File: src/rtl/sipo_deser.sv
// MSB-first serial-to-parallel deserializer with frame-start sync, a one-word
// output holding register and overrun flagging when a finished word cannot be stored.
module sipo_deser #(
    parameter int WIDTH = 8
) (
    input  logic             clk,
    input  logic             reset,
    input  logic             serial_in,
    input  logic             bit_en,
    input  logic             frame_start,
    input  logic             data_ready,
    output logic [WIDTH-1:0] data_out,
    output logic             data_valid,
    output logic             busy,
    output logic             overrun
);

    localparam int CW = (WIDTH > 2) ? $clog2(WIDTH) : 1;
    localparam logic [CW-1:0] LAST_BIT = CW'(WIDTH - 1);

    typedef enum logic [0:0] {
        IDLE  = 1'b0,
        SHIFT = 1'b1
    } state_t;

    state_t           state_r, state_nxt_s;
    logic [CW-1:0]    count_r, count_nxt_s;
    // The final bit is joined to the stored bits on the completing edge, so
    // the register never has to hold a full word's MSB beyond WIDTH-1 bits.
    logic [WIDTH-2:0] shift_r, shift_nxt_s;
    logic [WIDTH-1:0] word_s;
    logic             complete_s;

    // Next-state, counter and shift-register update.
    always_comb begin
        state_nxt_s = state_r;
        count_nxt_s = count_r;
        shift_nxt_s = shift_r;
        complete_s  = 1'b0;
        word_s      = {shift_r, serial_in};
        case (state_r)
            IDLE: begin
                if (bit_en && frame_start) begin
                    shift_nxt_s = {{(WIDTH-2){1'b0}}, serial_in};
                    count_nxt_s = CW'(1);
                    state_nxt_s = SHIFT;
                end else begin
                    state_nxt_s = IDLE;
                end
            end
            SHIFT: begin
                if (!bit_en) begin
                    state_nxt_s = SHIFT;
                end else if (frame_start) begin
                    shift_nxt_s = {{(WIDTH-2){1'b0}}, serial_in};
                    count_nxt_s = CW'(1);
                end else if (count_r == LAST_BIT) begin
                    complete_s  = 1'b1;
                    shift_nxt_s = word_s[WIDTH-2:0];
                    count_nxt_s = CW'(0);
                    state_nxt_s = IDLE;
                end else begin
                    shift_nxt_s = word_s[WIDTH-2:0];
                    count_nxt_s = count_r + CW'(1);
                end
            end
            default: begin
                state_nxt_s = IDLE;
                count_nxt_s = CW'(0);
                shift_nxt_s = {(WIDTH-1){1'b0}};
            end
        endcase
    end

    // Receive-side state registers.
    always_ff @(posedge clk or negedge reset) begin
        if (!reset) begin
            state_r <= IDLE;
            count_r <= CW'(0);
            shift_r <= {(WIDTH-1){1'b0}};
            busy    <= 1'b0;
        end else begin
            state_r <= state_nxt_s;
            count_r <= count_nxt_s;
            shift_r <= shift_nxt_s;
            busy    <= (state_nxt_s == SHIFT);
        end
    end

    // Output holding register: a finished word replaces a pending one only
    // when that pending word is being accepted on the same edge.
    always_ff @(posedge clk or negedge reset) begin
        if (!reset) begin
            data_out   <= {WIDTH{1'b0}};
            data_valid <= 1'b0;
            overrun    <= 1'b0;
        end else begin
            overrun <= 1'b0;
            if (complete_s) begin
                if (!data_valid || data_ready) begin
                    data_out   <= word_s;
                    data_valid <= 1'b1;
                end else begin
                    overrun <= 1'b1;
                end
            end else if (data_valid && data_ready) begin
                data_valid <= 1'b0;
            end else begin
                data_valid <= data_valid;
            end
        end
    end

endmodule

File: config.mk
export PLATFORM = sky130hd
export DESIGN_NAME = sipo_deser
export DESIGN_NICKNAME = d
export VERILOG_FILES = /design/src/rtl/sipo_deser.sv
export SDC_FILE = /design/constraint.sdc
export NUM_CORES = 1
export LEC_CHECK = 0
export BUFFER_PORTS_ARGS = -buffer_cell sky130_fd_sc_hd__buf_2
export CAP_MARGIN = 20
export CORE_UTILIZATION = 40
export CTS_CLUSTER_DIAMETER = 120
export DETAILED_ROUTE_END_ITERATION = 16
export GPL_TIMING_DRIVEN = 0
export PLACE_DENSITY = 0.71
export SLEW_MARGIN = 20
export SYNTH_ARGS = -nofsm -noshare
export SYNTH_HDL_FRONTEND = slang
export SYNTH_SLANG_ARGS = --single-unit
File: constraint.sdc
create_clock -name clk -period 1.6 [get_ports clk]
set_input_delay 0.48 -clock clk [delete_from_list [all_inputs] [get_ports clk]]
set_output_delay 0.48 -clock clk [all_outputs]
set_load 0.01 [all_outputs]
=== Word-level counts from Yosys, hierarchy flattened ===
Cells that the tools add are included.

* Register bits: 21
* Input bits: 6
* Logic and storage cells: 43

* Mux-type cells: 23
* Reductions and logical operators: 8
* Add/subtract/negate cells: 1
* Equal/unequal tests: 4
* Bitwise operators: 1

{| class="wikitable"
|+ Operator list
! kind !! count
|-
| 7-bit two-way mux || 3
|-
| 7-bit one-hot mux with 2 select lines || 1
|-
| 1-bit two-way mux || 13
|-
| 3-bit two-way mux || 4
|-
| 3-bit one-hot mux with 2 select lines || 1
|-
| 2-bit AND reduction || 3
|-
| 2-bit inequality test (second input constant) || 2
|-
| 3-bit by 1-bit adder with 3-bit output (second input constant) || 1
|-
| 3-bit equality test (second input constant) || 1
|-
| 1-bit logical AND || 2
|-
| 2-bit by 1-bit inequality test with 1-bit output (second input constant) || 1
|-
| 1-bit one-hot mux with 2 select lines || 1
|-
| 2-bit nonzero test || 1
|-
| 1-bit zero test || 1
|-
| 1-bit logical OR || 1
|-
| 1-bit NOT || 1
|}

=== Depth between registers and ports, before layout ===
* Word-level depth: 7
* Mapped depth: 6
* Mapped depth without buffers: 5

=== Least setup slack after synthesis ===
OpenSTA, ideal clock, no wires.

* Kind: flip-flop to flip-flop
* From: reg count_r[0]
* To: reg data_out[0]
* Required time: 1.475 ns
* Setup time: 0.125 ns
* Slack: 0.091 ns
* Period minus slack after synthesis: 1.509 ns
* Cell stages (with the launch flop): 7
* Path buffers: 1
* Arrival time: 1.384 ns
* Cell sequence: dfrtp_1 ha_1 ha_1 nand4b_2 nor2b_2 buf_6 mux2_4

* Word-level cells in the longest chain between the ends: 6

{| class="wikitable"
|+ Ends and longest elaborated chain
! element !! RTL line !! source
|-
| start, declared || 27 || <nowiki>logic [CW-1:0] count_r, count_nxt_s;</nowiki>
|-
| start signal, assigned || 84 || <nowiki>count_r <= count_nxt_s;</nowiki>
|-
| 3-bit equality test || 57 || <nowiki>end else if (count_r == LAST_BIT) begin</nowiki>
|-
| 1-bit two-way mux || 57 ||
|-
| 1-bit two-way mux || 54 || <nowiki>end else if (frame_start) begin</nowiki>
|-
| 1-bit two-way mux || 52 || <nowiki>if (!bit_en) begin</nowiki>
|-
| 1-bit two-way mux || 41 || <nowiki>case (state_r)</nowiki>
|-
| 2-bit AND reduction (no source line) || - ||
|-
| end signal, assigned || 94 || <nowiki>data_out <= {WIDTH{1'b0}};</nowiki>
|-
| end signal, assigned || 101 || <nowiki>data_out <= word_s;</nowiki>
|-
| end, declared || 12 || <nowiki>output logic [WIDTH-1:0] data_out,</nowiki>
|}

Every way passes these cells.
A chain may end at the register's enable or synchronous reset.

=== Worst setup path in the final report ===
* From: reg count_r[1]
* To: reg data_out[5]

The elaborated chain is that of the path after synthesis.

==> impl_metrics.py <==
metrics = {
    "outcome": {
        "status": "finished clean",
    },
    "yosys": {
        "synth_top_area_share_pct": 55.70,
        "synth_area_um2": 943.4,
        "synth.distinct_cells": 19,
        "ys_ff_latch": 21,
        "synth_edf_count": 0,
        "ys_seq_area_share_pct": 55.70,
        "yosys_warnings": 0,
        "syn_inst": 74,
        "synth_most_common_cell": "dfrtp_1",
        "avgSynthCellArea_um2": 12.75,
        "synth_commonest_cells": "dfrtp_1, inv_1, a2bb2oi_1, mux2_4, o22ai_1",
        "synth_area_leaders": "dfrtp_1, mux2_4, a2bb2oi_1",
        "ys.flop_type": "dfrtp_1",
        "async_reset_ff_share_pct": 100.0,
        "yosys.area.top_type": "dfrtp_1",
        "syn_nets": 82,
    },
    "flow_run": {
        "drv_cap": 0,
    },
    "timing": {
        "maxSlewViolCount": 0,
        "maxSlewHeadroom_pct": 68.37,
        "finalHoldViolCount": 0,
        "worst_pin_slew_ns": 0.4744,
        "setup_viol": 0,
        "rsz0062_at_grt": "yes",
        "finalWorstSetupSlack_ns": 0.03329,
        "clock_skew_ns": 0.005935,
        "finalCritPeriodShare_pct": 97.92,
        "fmax_mhz": 638.3,
        "period_needed_ns": 1.567,
        "setup_tns_ns": 0,
    },
    "floorplan": {
        "die_height_um": 50.57,
        "chipWidth_um": 50.57,
        "ioPinCount": 17,
        "design.core.area_um2": 2212,
        "initial_core_util_pct": 42.65,
        "rows": 17,
        "dieArea_um2": 2557,
    },
    "grt": {
        "grt_max_degree": 22,
        "overflow": 0,
        "track_usage_pct": 15.54,
        "top_usage_layer": "met2",
        "grt_use_met1_pct": 21.58,
        "grt_pass1_wl_mm": 2.891,
        "met2_usage_pct": 23.56,
        "first_global_vias": 612,
        "met3_usage_pct": 3.636,
        "antenna_found_initial": 0,
    },
    "drt": {
        "drt_iter0_markers": 8,
        "wl_mm": 1.819,
        "vias": 650,
        "avgRoutedWirePerCell_um": 14.55,
        "dr.pass1.iters": 4,
        "via_per_inst": 5.200,
        "drtAntennaViolNets": 0,
        "drc": 0,
    },
    "power_and_ir_drop": {
        "ir_drop_v": 0.0005326,
        "fin_total_pwr_mw": 1.167,
        "p_leak_nw": 0.5607,
        "power_density_nw_per_um2": 1032,
    },
    "setup_path": {
        "critPathKind": "register to register",
        "cp_max_fo": 8,
        "arrival_ns": 1.75,
        "worstSetupStartpointType": "register",
        "path_cells": "ha_2 > ha_4 > nand4b_4 > nor2b_2 > buf_6 > mux2_4",
        "end_kind": "register",
        "critPathMaxStageDelay_ns": 0.38,
        "critPathRequiredTime_ns": 1.79,
        "crit_slowest_cell": "dfrtp_1",
    },
    "placement": {
        "postPlaceCellArea_um2": 1059,
        "gp_congestion": 0.7286,
        "dp.cells": 118,
        "port_buffers": 16,
        "pre_cts_ws_ns": -0.02434,
        "dpl.hpwl_mm": 1.143,
    },
    "cts": {
        "cts_tree": "built",
        "htree_levels": 1,
        "cts.sinks": 21,
        "clk_pin_slew_ns": 0.12,
        "clk_latency_ns": 0.30,
        "root_buffer": "clkbuf_4",
        "clock_path_buffers": 2,
        "cts_made_buffers": 3,
        "cts_hold_buf": 0,
    },
    "finish": {
        "drive_gt1_share_pct": 39.18,
        "nets": 106,
        "area_growth_pct": 19.89,
        "num_antenna_cells": 0,
        "final_cells": 125,
        "stdcell_area_um2": 1131,
        "fillers": 207,
    },
    "hold_path": {
        "hp-class": "primary input to async pin",
    },
}
==> sequential cells by signal (all words and copies together) (netlist names) <==
| register | flops |
|---|---|
| count_r | 3 |
| shift_r | 7 |
| overrun | 1 |
| data_out | 8 |
| state_r | 1 |
| data_valid | 1 |
==> worst max-delay path, delay by kind of cell, from the launching register on <==
| family | cells | cell delay (ns) |
|---|---|---|
| adders and majority gates | 2 | 0.35 |
| buffers and inverters | 1 | 0.16 |
| DFF | 1 | 0.38 |
| muxes | 1 | 0.32 |
| and+or+nand+nor | 2 | 0.25 |
==> per-layer routing <==
layer  wire, um  vias to the layer above
met4         13                        0
met5          0                        -
met1        848                      323
met3         59                        2
met2        897                       20
li1           -                      305
==> layout make-up <==
type,instances,area [um^2],area share (%)
Tap cell,28,35.03,3.097
Inverter,9,33.78,2.987
Timing Repair Buffer,19,102.6,9.071
Multi-Input combinational cell,39,379.1,33.52
Clock buffer,4,26.28,2.323
Buffer,5,28.78,2.544
Sequential cell,21,525.5,46.46
==> final timing paths <==
path	startpoint	cells past startpoint	slack (ns)	endpoint
max	count_r[1]	6	0.03	data_out[5]
min	reset	1	0.12	shift_r[3]
max reg2reg	count_r[1]	6	0.03	data_out[5]
min reg2reg	data_out[4]	1	0.52	data_out[4]
max in group asynchronous	reset	1	1.16	shift_r[5]
min in group clk	serial_in	2	0.42	data_out[0]
==> kinds of logic (layout without fill, tap and decap cells) <==
logic type / Yosys count / in the layout / share of synthesized area (%)
AOI/OAI and AO/OA: 20 / 20 / 15.25
buffers and inverters: 14 / 37 / 6.631
muxes: 9 / 9 / 13.93
and+or+nand+nor: 8 / 8 / 5.836
adders and majority gates: 2 / 2 / 2.652
DFF: 21 / 21 / 55.70
==> where the power goes <==
part           switching [mW]  internal, mW
Clock                   0.157        0.0970
Combinational           0.122         0.150
Sequential             0.0441         0.596
==> per-stage QoR <==
stage                     util, %  hold WS, ns
after floorplan                 -       0.1844
after global placement      47.85       0.4550
after detailed placement    47.85       0.4619
after CTS                   49.83       0.1312
after global routing        51.13       0.1359
final                       51.13       0.1175
==> what timing repair did <==
action                                  CTS  global route
resized for setup                         1             3
buffers inserted                          2             1
endpoints found under the setup margin    8             8
==> cells in the final DEF (no fill, tap or decap) <==
master,Yosys,layout
ha_4,0,1
mux2_2,1,1
a2bb2oi_1,8,8
nor2_1,1,1
buf_6,1,1
buf_2,2,18
o21ai_0,3,3
clkbuf_4,0,3
nand4b_4,0,1
nor3b_1,1,1
nand2_1,2,2
o22ai_1,8,8
nor2b_2,1,1
and2_1,1,1
dfrtp_1,21,21
buf_4,0,3
nand2b_1,1,1
a22o_1,1,1
mux2_4,8,8
inv_1,9,9
ha_2,0,1
clkbuf_1,2,3
Power figures use the tool's default switching activity.
